==> config.mk <==
export PLATFORM = sky130hd
export DESIGN_NAME = axioma_fetch_unit
export DESIGN_NICKNAME = d
export VERILOG_FILES = /design/src/rtl/axioma_pkg.sv /design/src/rtl/axioma_fetch_fifo.sv /design/src/rtl/axioma_fetch_unit.sv
export SDC_FILE = /design/constraint.sdc
export NUM_CORES = 1
export LEC_CHECK = 0
export ABC_CLOCK_PERIOD_IN_PS = 6200
export BUFFER_PORTS_ARGS = -buffer_cell sky130_fd_sc_hd__buf_2
export CORE_MARGIN = 2
export CORE_UTILIZATION = 59
export CTS_BUF_LIST = sky130_fd_sc_hd__clkbuf_16
export DETAILED_ROUTE_END_ITERATION = 7
export GPL_TIMING_DRIVEN = 0
export PLACE_DENSITY = 0.84
export SYNTH_ARGS = -nofsm -noshare
export SYNTH_HDL_FRONTEND = slang
export SYNTH_SLANG_ARGS = --single-unit
export TNS_END_PERCENT = 5
==> constraint.sdc <==
create_clock -name clk -period 6.2 [get_ports clk]
set_clock_uncertainty 0.1 [all_clocks]
set_input_delay 1.24 -clock clk [delete_from_list [all_inputs] [get_ports clk]]
set_output_delay 1.24 -clock clk [all_outputs]
set_load 0.1 [all_outputs]
==> src/rtl/axioma_pkg.sv <==
// Shared definitions for the AxiomaCore-328 front end: PC width default,
// fetch FSM encoding and the NOP instruction word.
package axioma_pkg;

  localparam int AXIOMA_PC_WIDTH = 14;
  localparam logic [15:0] AXIOMA_NOP = 16'h0000;

  typedef enum logic [1:0] {
    S_IDLE = 2'd0,
    S_REQ  = 2'd1,
    S_HOLD = 2'd2
  } fetch_state_t;

endpackage

==> src/rtl/axioma_fetch_fifo.sv <==
// Prefetch FIFO between the Flash port and the decoder. Head word is visible
// combinationally; flush beats push and pop. DEPTH must be a power of two >= 2.
module axioma_fetch_fifo #(
  parameter int WIDTH = 30,
  parameter int DEPTH = 2
) (
  input  logic                     clk,
  input  logic                     reset,
  input  logic                     push,
  input  logic [WIDTH-1:0]         wdata,
  input  logic                     pop,
  input  logic                     flush,
  output logic [WIDTH-1:0]         rdata,
  output logic                     full,
  output logic                     empty,
  output logic [$clog2(DEPTH):0]   count
);

  localparam int AW = $clog2(DEPTH);

  logic [WIDTH-1:0] mem_reg [DEPTH];
  logic [AW-1:0]    wptr_reg;
  logic [AW-1:0]    rptr_reg;
  logic [AW:0]      count_reg;
  logic             do_push;
  logic             do_pop;

  assign empty = (count_reg == '0);
  assign full  = (count_reg == (AW+1)'(DEPTH));
  assign count = count_reg;
  assign rdata = mem_reg[rptr_reg];

  // A push into a full FIFO is accepted only when the head leaves in the same cycle.
  assign do_pop  = pop && !empty && !flush;
  assign do_push = push && !flush && (!full || do_pop);

  genvar gi;
  for (gi = 0; gi < DEPTH; gi++) begin : g_slot
    always_ff @(posedge clk) begin
      if (do_push && (wptr_reg == AW'(gi))) begin
        mem_reg[gi] <= wdata;
      end
    end
  end

  always_ff @(posedge clk) begin
    if (reset || flush) begin
      wptr_reg  <= '0;
      rptr_reg  <= '0;
      count_reg <= '0;
    end else begin
      if (do_push) wptr_reg <= wptr_reg + AW'(1);
      if (do_pop)  rptr_reg <= rptr_reg + AW'(1);
      case ({do_push, do_pop})
        2'b10:   count_reg <= count_reg + (AW+1)'(1);
        2'b01:   count_reg <= count_reg - (AW+1)'(1);
        default: count_reg <= count_reg;
      endcase
    end
  end

endmodule

==> src/rtl/axioma_fetch_unit.sv <==
// AxiomaCore-328 instruction fetch: PC, Flash req/ack FSM, prefetch FIFO and redirect.
// Optional AXIOMA_FETCH_PERF_EN adds saturating perf_fetched/perf_flushed counters.
module axioma_fetch_unit
  import axioma_pkg::*;
#(
  parameter int                  PC_WIDTH     = AXIOMA_PC_WIDTH,
  parameter int                  FIFO_DEPTH   = 2,
  parameter logic [PC_WIDTH-1:0] RESET_VECTOR = '0
) (
  input  logic                clk,
  input  logic                reset,
  output logic                flash_req,
  output logic [PC_WIDTH-1:0] flash_addr,
  input  logic                flash_ack,
  input  logic [15:0]         flash_rdata,
  output logic [15:0]         instruction,
  output logic [PC_WIDTH-1:0] instruction_pc,
  output logic                instruction_valid,
  input  logic                instruction_ready,
  input  logic                redirect_en,
  input  logic [PC_WIDTH-1:0] redirect_pc
`ifdef AXIOMA_FETCH_PERF_EN
  ,
  output logic [31:0]         perf_fetched,
  output logic [31:0]         perf_flushed
`endif
);

  localparam int CW = $clog2(FIFO_DEPTH) + 1;
  localparam int EW = 16 + PC_WIDTH;

  fetch_state_t        state_reg, state_next;
  logic [PC_WIDTH-1:0] fetch_pc_reg, fetch_pc_next;
  logic [PC_WIDTH-1:0] flash_addr_reg;
  logic                discard_reg, discard_next;

  logic                fifo_push, fifo_pop, fifo_full, fifo_empty;
  logic [CW-1:0]       fifo_count, occ_after;
  logic [EW-1:0]       fifo_wdata, fifo_rdata;
  logic                resp_dropped;

  assign flash_req  = (state_reg == S_REQ) && !reset;
  assign flash_addr = flash_addr_reg;

  assign instruction_valid = !fifo_empty && !redirect_en;
  assign fifo_pop          = instruction_valid && instruction_ready;
  assign instruction       = fifo_empty ? AXIOMA_NOP : fifo_rdata[PC_WIDTH +: 16];
  assign instruction_pc    = fifo_empty ? '0 : fifo_rdata[PC_WIDTH-1:0];

  assign fifo_wdata   = {flash_rdata, flash_addr_reg};
  assign resp_dropped = (state_reg == S_REQ) && flash_ack && (discard_reg || redirect_en);
  assign occ_after    = fifo_count + CW'(1) - CW'(fifo_pop);

  axioma_fetch_fifo #(
    .WIDTH (EW),
    .DEPTH (FIFO_DEPTH)
  ) u_fifo (
    .clk   (clk),
    .reset (reset),
    .push  (fifo_push),
    .wdata (fifo_wdata),
    .pop   (fifo_pop),
    .flush (redirect_en),
    .rdata (fifo_rdata),
    .full  (fifo_full),
    .empty (fifo_empty),
    .count (fifo_count)
  );

  always_comb begin
    state_next    = state_reg;
    fetch_pc_next = fetch_pc_reg;
    discard_next  = discard_reg;
    fifo_push     = 1'b0;
    case (state_reg)
      S_IDLE: begin
        state_next = S_REQ;
        if (redirect_en) fetch_pc_next = redirect_pc;
      end
      S_REQ: begin
        if (flash_ack) begin
          discard_next = 1'b0;
          if (resp_dropped) begin
            // fetch_pc_reg already holds the pending target when discarding
            fetch_pc_next = redirect_en ? redirect_pc : fetch_pc_reg;
          end else begin
            fifo_push     = 1'b1;
            fetch_pc_next = flash_addr_reg + PC_WIDTH'(1);
            if (occ_after == CW'(FIFO_DEPTH)) state_next = S_HOLD;
          end
        end else if (redirect_en) begin
          discard_next  = 1'b1;
          fetch_pc_next = redirect_pc;
        end
      end
      S_HOLD: begin
        if (redirect_en) begin
          fetch_pc_next = redirect_pc;
          state_next    = S_REQ;
        end else if (fifo_pop || !fifo_full) begin
          state_next = S_REQ;
        end
      end
      default: state_next = S_IDLE;
    endcase
  end

  always_ff @(posedge clk) begin
    if (reset) begin
      state_reg      <= S_IDLE;
      fetch_pc_reg   <= RESET_VECTOR;
      flash_addr_reg <= RESET_VECTOR;
      discard_reg    <= 1'b0;
    end else begin
      state_reg    <= state_next;
      fetch_pc_reg <= fetch_pc_next;
      discard_reg  <= discard_next;
      // Address stays frozen while a request is waiting for its ack.
      if (!((state_reg == S_REQ) && !flash_ack)) begin
        flash_addr_reg <= fetch_pc_next;
      end
    end
  end

`ifdef AXIOMA_FETCH_PERF_EN
  logic [31:0]   perf_fetched_reg, perf_flushed_reg;
  logic [32:0]   fetched_sum, flushed_sum;
  logic [CW-1:0] flushed_entries;

  always_comb begin
    flushed_entries = redirect_en ? fifo_count : '0;
    fetched_sum     = {1'b0, perf_fetched_reg} + 33'(fifo_push);
    flushed_sum     = {1'b0, perf_flushed_reg} + 33'(flushed_entries) + 33'(resp_dropped);
  end

  always_ff @(posedge clk) begin
    if (reset) begin
      perf_fetched_reg <= '0;
      perf_flushed_reg <= '0;
    end else begin
      perf_fetched_reg <= fetched_sum[32] ? 32'hFFFF_FFFF : fetched_sum[31:0];
      perf_flushed_reg <= flushed_sum[32] ? 32'hFFFF_FFFF : flushed_sum[31:0];
    end
  end

  assign perf_fetched = perf_fetched_reg;
  assign perf_flushed = perf_flushed_reg;
`endif

endmodule

== Word-level counts from Yosys, hierarchy flattened ==
Memories as Yosys holds them, arrays and structs flattened. A register that Yosys moved wholly into a read port is not among the register bits.
Cells that the tools add are included.

* Bits in writable memories: 60
* Flip-flop bits (word level): 35
* Output and inout bits: 46
* Word-level logic and storage cells: 81
* Memories: 1

* Bitwise operators: 1
* Reductions and logical operators: 29
* Equality and inequality tests: 10
* Add/sub/neg operators: 6
* Muxes and demuxes: 27

{| class="wikitable"
|+ Memory list
! name !! words !! bits a word !! read ports !! clocked after memory_dff !! wr ports !! RTL line !! source
|-
| u_fifo.mem_reg || 2 || 30 || 1 || 1 || 1 || axioma_fetch_fifo.sv:21 || <nowiki>logic [WIDTH-1:0] mem_reg [DEPTH];</nowiki>
|}

{| class="wikitable"
|+ Operators by type and width
! operator !! count
|-
| 14-bit two-way mux || 4
|-
| 30-bit two-way mux || 1
|-
| 30-bit OR reduction || 1
|-
| 14-bit one-hot mux with 2 select lines || 1
|-
| 16-bit two-way mux || 1
|-
| 14-bit by 1-bit adder with 14-bit output (second input constant) || 1
|-
| 1-bit two-way mux || 13
|-
| 1-bit logical AND || 12
|-
| 2-bit two-way mux || 5
|-
| 2-bit equality test (second input constant) || 4
|-
| 2-bit one-hot mux with 3 select lines || 1
|-
| 1-bit logical NOT || 5
|-
| 2-bit by 1-bit equality test with 1-bit output (second input constant) || 2
|-
| 2-bit logical NOT || 2
|-
| 1-bit logical OR || 4
|-
| 2-bit inequality test (second input constant) || 2
|-
| 2-bit one-hot mux with 2 select lines || 1
|-
| 4-bit AND reduction || 1
|-
| 2-bit nonzero test || 2
|-
| 3-bit inequality test (second input constant) || 1
|-
| 1-bit adder (second input constant) || 2
|-
| 2-bit by 1-bit adder with 2-bit output (second input constant) || 1
|-
| 2-bit by 1-bit inequality test with 1-bit output (second input constant) || 1
|-
| 2-bit AND reduction || 1
|-
| 4 further kinds || 4
|}

== Longest topological paths before layout ==
* Word-level depth: 13
* Depth in mapped cells: 11

== Hierarchy ==
Synthesis repeated with hierarchy kept, for this count alone.

* Cells, all modules: 389
* Area total of the unflattened synthesis: 4540.6 um2

{| class="wikitable"
|+ By module, submodules not included
! module !! sequential area each (um2) !! area each (um2) !! cells an instance !! times used
|-
| axioma_fetch_fifo || 1901.8 || 2424.8 || 124 || 1
|-
| axioma_fetch_unit || 620.6 || 2115.8 || 265 || 1
|}

== Worst setup path before layout ==
Ideal clock, no wire load.

* Path kind: input-to-output
* Start point: in redirect_en
* End point: out instruction_valid
* Setup slack: 1975 ps
* Arrival: 2885 ps
* Cell stages on the path: 3
* Path buffers: 2
* Path through: buf_2 clkbuf_1 nor2_1

* Cells in the longest elaborated chain, start to end: 2

{| class="wikitable"
|+ RTL lines
! element !! RTL line !! source
|-
| start: declaration || axioma_fetch_unit.sv:20 || <nowiki>input logic redirect_en,</nowiki>
|-
| 1-bit logical NOT || axioma_fetch_unit.sv:45 || <nowiki>assign instruction_valid = !fifo_empty && !redirect_en;</nowiki>
|-
| 1-bit logical AND || axioma_fetch_unit.sv:45 ||
|-
| end: declaration || axioma_fetch_unit.sv:18 || <nowiki>output logic instruction_valid,</nowiki>
|}

Every way passes these cells.

== Worst setup path after layout ==
Same ends and word-level chain as after synthesis.

==> metrics <==
number of failing setup endpoints in the final timing report=0; number of gates resized after CTS=0; Area Growth Syn to Fin=18.7%; Root Driver=clkbuf_16; total grt overflow=0; total iterations of the first detailed-routing run=5; first-pass GRT wire length=14900 um; cell type with the largest total area after synthesis=edfxtp_1; PnR Total Power=1.47 mW; fraction of synthesized cell area taken by the top area cell type=41.9%; count of vias placed by the detailed router=3269; main combinational cell family by area after synthesis=simple AND/OR/NAND/NOR gates; hold path depth=2; highest fanout seen on the critical path=10; post-detailed-route via-to-cell ratio=5.72; post-detailed-route count of antenna-violating nets=0; instance count after placement with tap cells included=556; clock latency of the later-clocked register in the worst-skew pair=0.34 ns; count of flip-flops with a built-in enable after synthesis=60; Largest stage delay, worst path=0.44 ns; vertical die dimension=89.4 um; number of antenna violations at the first check in global routing=0; Arr. time, crit path=2.51 ns; final slew viol count=0; critical path data required time=4.86 ns; I/O pin cnt=81; hold violation count in the final report=0; parity-gate share of the synthesized area counting xor and xnor cells=3.26%; number of buffers added on ports=78; Max Clk Rate=260 MHz; most common library cell in the layout ignoring fill and taps=buf_2; commonest cells after routing, fill and taps aside=buf_2 (84), nor2_1 (68), edfxtp_1 (60), mux2i_1 (41), dfxtp_1 (36); compound-gate portion of the synthesized area=9.48%; final RePlAce weighted congestion=0.906; critical register-to-register path startpoint=u_fifo.count[0]$_SDFFE_PP0P_; CTS tree=built; netlist area before placement=4300 um2; Tmin final=3.85 ns; H-tree levels=3; Slew @ Worst Pin=1.30 ns; post-synth cell types=52; filler-free cell count of the finished design=572; width of the chip=89.4 um; number of maximum-capacitance constraint violations=0; basic-gate share of the synthesized area counting and, or, nand and nor cells=13.8%; endpoint class of the critical path=primary output; Largest register FFs=60; post-CTS setup buffer count=0; Worst path slowest cell=clkbuf_1; share of the clock period used by the worst path=62.1%; most used flip-flop cell after synthesis=edfxtp_1; buffers from clock root to sink, at most=2; Mean Syn Cell Area=11.4 um2; overall global routing resource usage=25.2%; category of the worst setup path launch point=input port; class of the most critical hold timing path=reg -> reg; share of synthesized registers carrying an async set or reset=0%; adder and majority cell fraction of the synthesized area=1.16%; placed wire-length estimate=6640 um; placement-stage cell area=4820 um2; sequential share of the synthesized area=58.6%; number of diodes added for antenna fixing=0; synthesized netlist net count=418; detail-routed net length per standard cell=17.0 um; Static Leak=1.97 nW; most used cell along the critical path=buf_2; launch point of the worst hold path=u_fifo.count[1]$_SDFFE_PP0P_; layout cell share with drive strength beyond 1=23.9%; reg-to-reg slack, setup=3.14 ns; number of synthesized register bits=96; number of clock sinks=96; cell types with the largest area share after synthesis=edfxtp_1 (42%), dfxtp_1 (17%), mux2i_1 (9.5%); Core Rows=31; Bufs and invs on worst path=4; number of DRC violations after detailed routing=0; worst vdd rail ir drop=0.184 mV; drt initial violations=237; largest net degree at the start of global routing=31; total die area=7990 um2; worst setup path class=in -> out; Post-CTS Hold Buffers=0; post-synthesis instance total=379; vias in the first global route=3072; final total negative setup slack=0 ns; effective utilization at floorplan=60.0%; clock-pin slew on the worst setup and hold paths=0.06 ns; depth of the worst register-to-register path=7; warnings from Yosys=0; setup repair after global routing missed its margin=no; number of buffers added by the clock tree synthesis step=9; run status=finished, final reports clean; Hold Path End=u_fifo.count[1]$_SDFFE_PP0P_; fraction of the core area covered by cells at the end of the flow=71.2%; power density over the cells=289 nW/um2; Placeable Area=7180 um2; mux contribution to synthesized area=10.1%; Final nets=507; post-route standard cell area excluding fillers=5110 um2; endpoint of the most critical register-to-register path=u_fifo.mem_reg[1][3]$_DFFE_PP_; Max transition margin=13.4%; final WL=9720 um; cells traversed along the worst timing path=buf_2 -> buf_2 -> clkbuf_1 -> nor2_1 -> buf_2; crit-path leading delay family=buffers and inverters
## worst min-delay path: stages, from the launching register on
cell	delay (ns)
dfxtp_1	0.32
inv_1	0.07
a2111oi_0	0.09
## Yosys cell counts, drive strengths merged (8+ instances only)
| master | count |
|---|---|
| nor2 | 71 |
| buf | 10 |
| xor2 | 9 |
| clkbuf | 15 |
| nor3 | 11 |
| a211oi | 8 |
| o21ai | 15 |
| inv | 11 |
| dfxtp | 36 |
| a21oi | 14 |
| mux2i | 41 |
| nand2 | 13 |
| edfxtp | 60 |
## area by class of cell
class                      instances  area, um2
sequential                        96       2520
fill                             524       2070
multi-input combinational        247       1630
timing repair buffer              78        390
clock buffer                       9        225
tap                               99        124
buffer                            25        113
clock inverter                     7       57.6
inverter                          11       41.3
## per-layer routing
| layer | up-vias | global-route usage [%] | wire length (um) |
|---|---|---|---|
| met5 | - | 0 | 0 |
| met4 | 0 | 13.0 | 277 |
| met3 | 27 | 4.89 | 837 |
| met2 | 173 | 40.9 | 4710 |
| met1 | 1530 | 32.1 | 3900 |
| li1 | 1539 | - | - |
## worst max-delay path by stage
stage / cells after the start / endpoint / from
floorplan: 3 / instruction_valid / redirect_en
global placement: 6 / u_fifo.mem_reg[0][25]$_DFFE_PP_ / flash_ack
detailed placement: 5 / instruction_valid / redirect_en
CTS: 5 / instruction_valid / redirect_en
global route: 5 / instruction_valid / redirect_en
finish: 5 / instruction_valid / redirect_en
## where the power goes
part / internal (mW) / switching, mW
clock: 0.276 / 0.241
combinational: 0.0531 / 0.176
sequential: 0.704 / 0.0229
total: 1.03 / 0.440
## cell families after synthesis
family                   after synthesis
adder cells (fa/ha/maj)                4
multiplexers                          43
AO/OA/AOI/OAI                         60
flip-flops                            96
XOR/XNOR                              16
AND/OR/NAND/NOR                      124
buffers and inverters                 36
## stage by stage
stage	setup slack, ns	hold slack (ns)
floorplan	1.98	0.373
global placement	1.63	0.385
detailed placement	2.36	0.415
CTS	2.36	0.425
global route	2.29	0.459
finish	2.35	0.428
(Power assumes the default switching activity.)
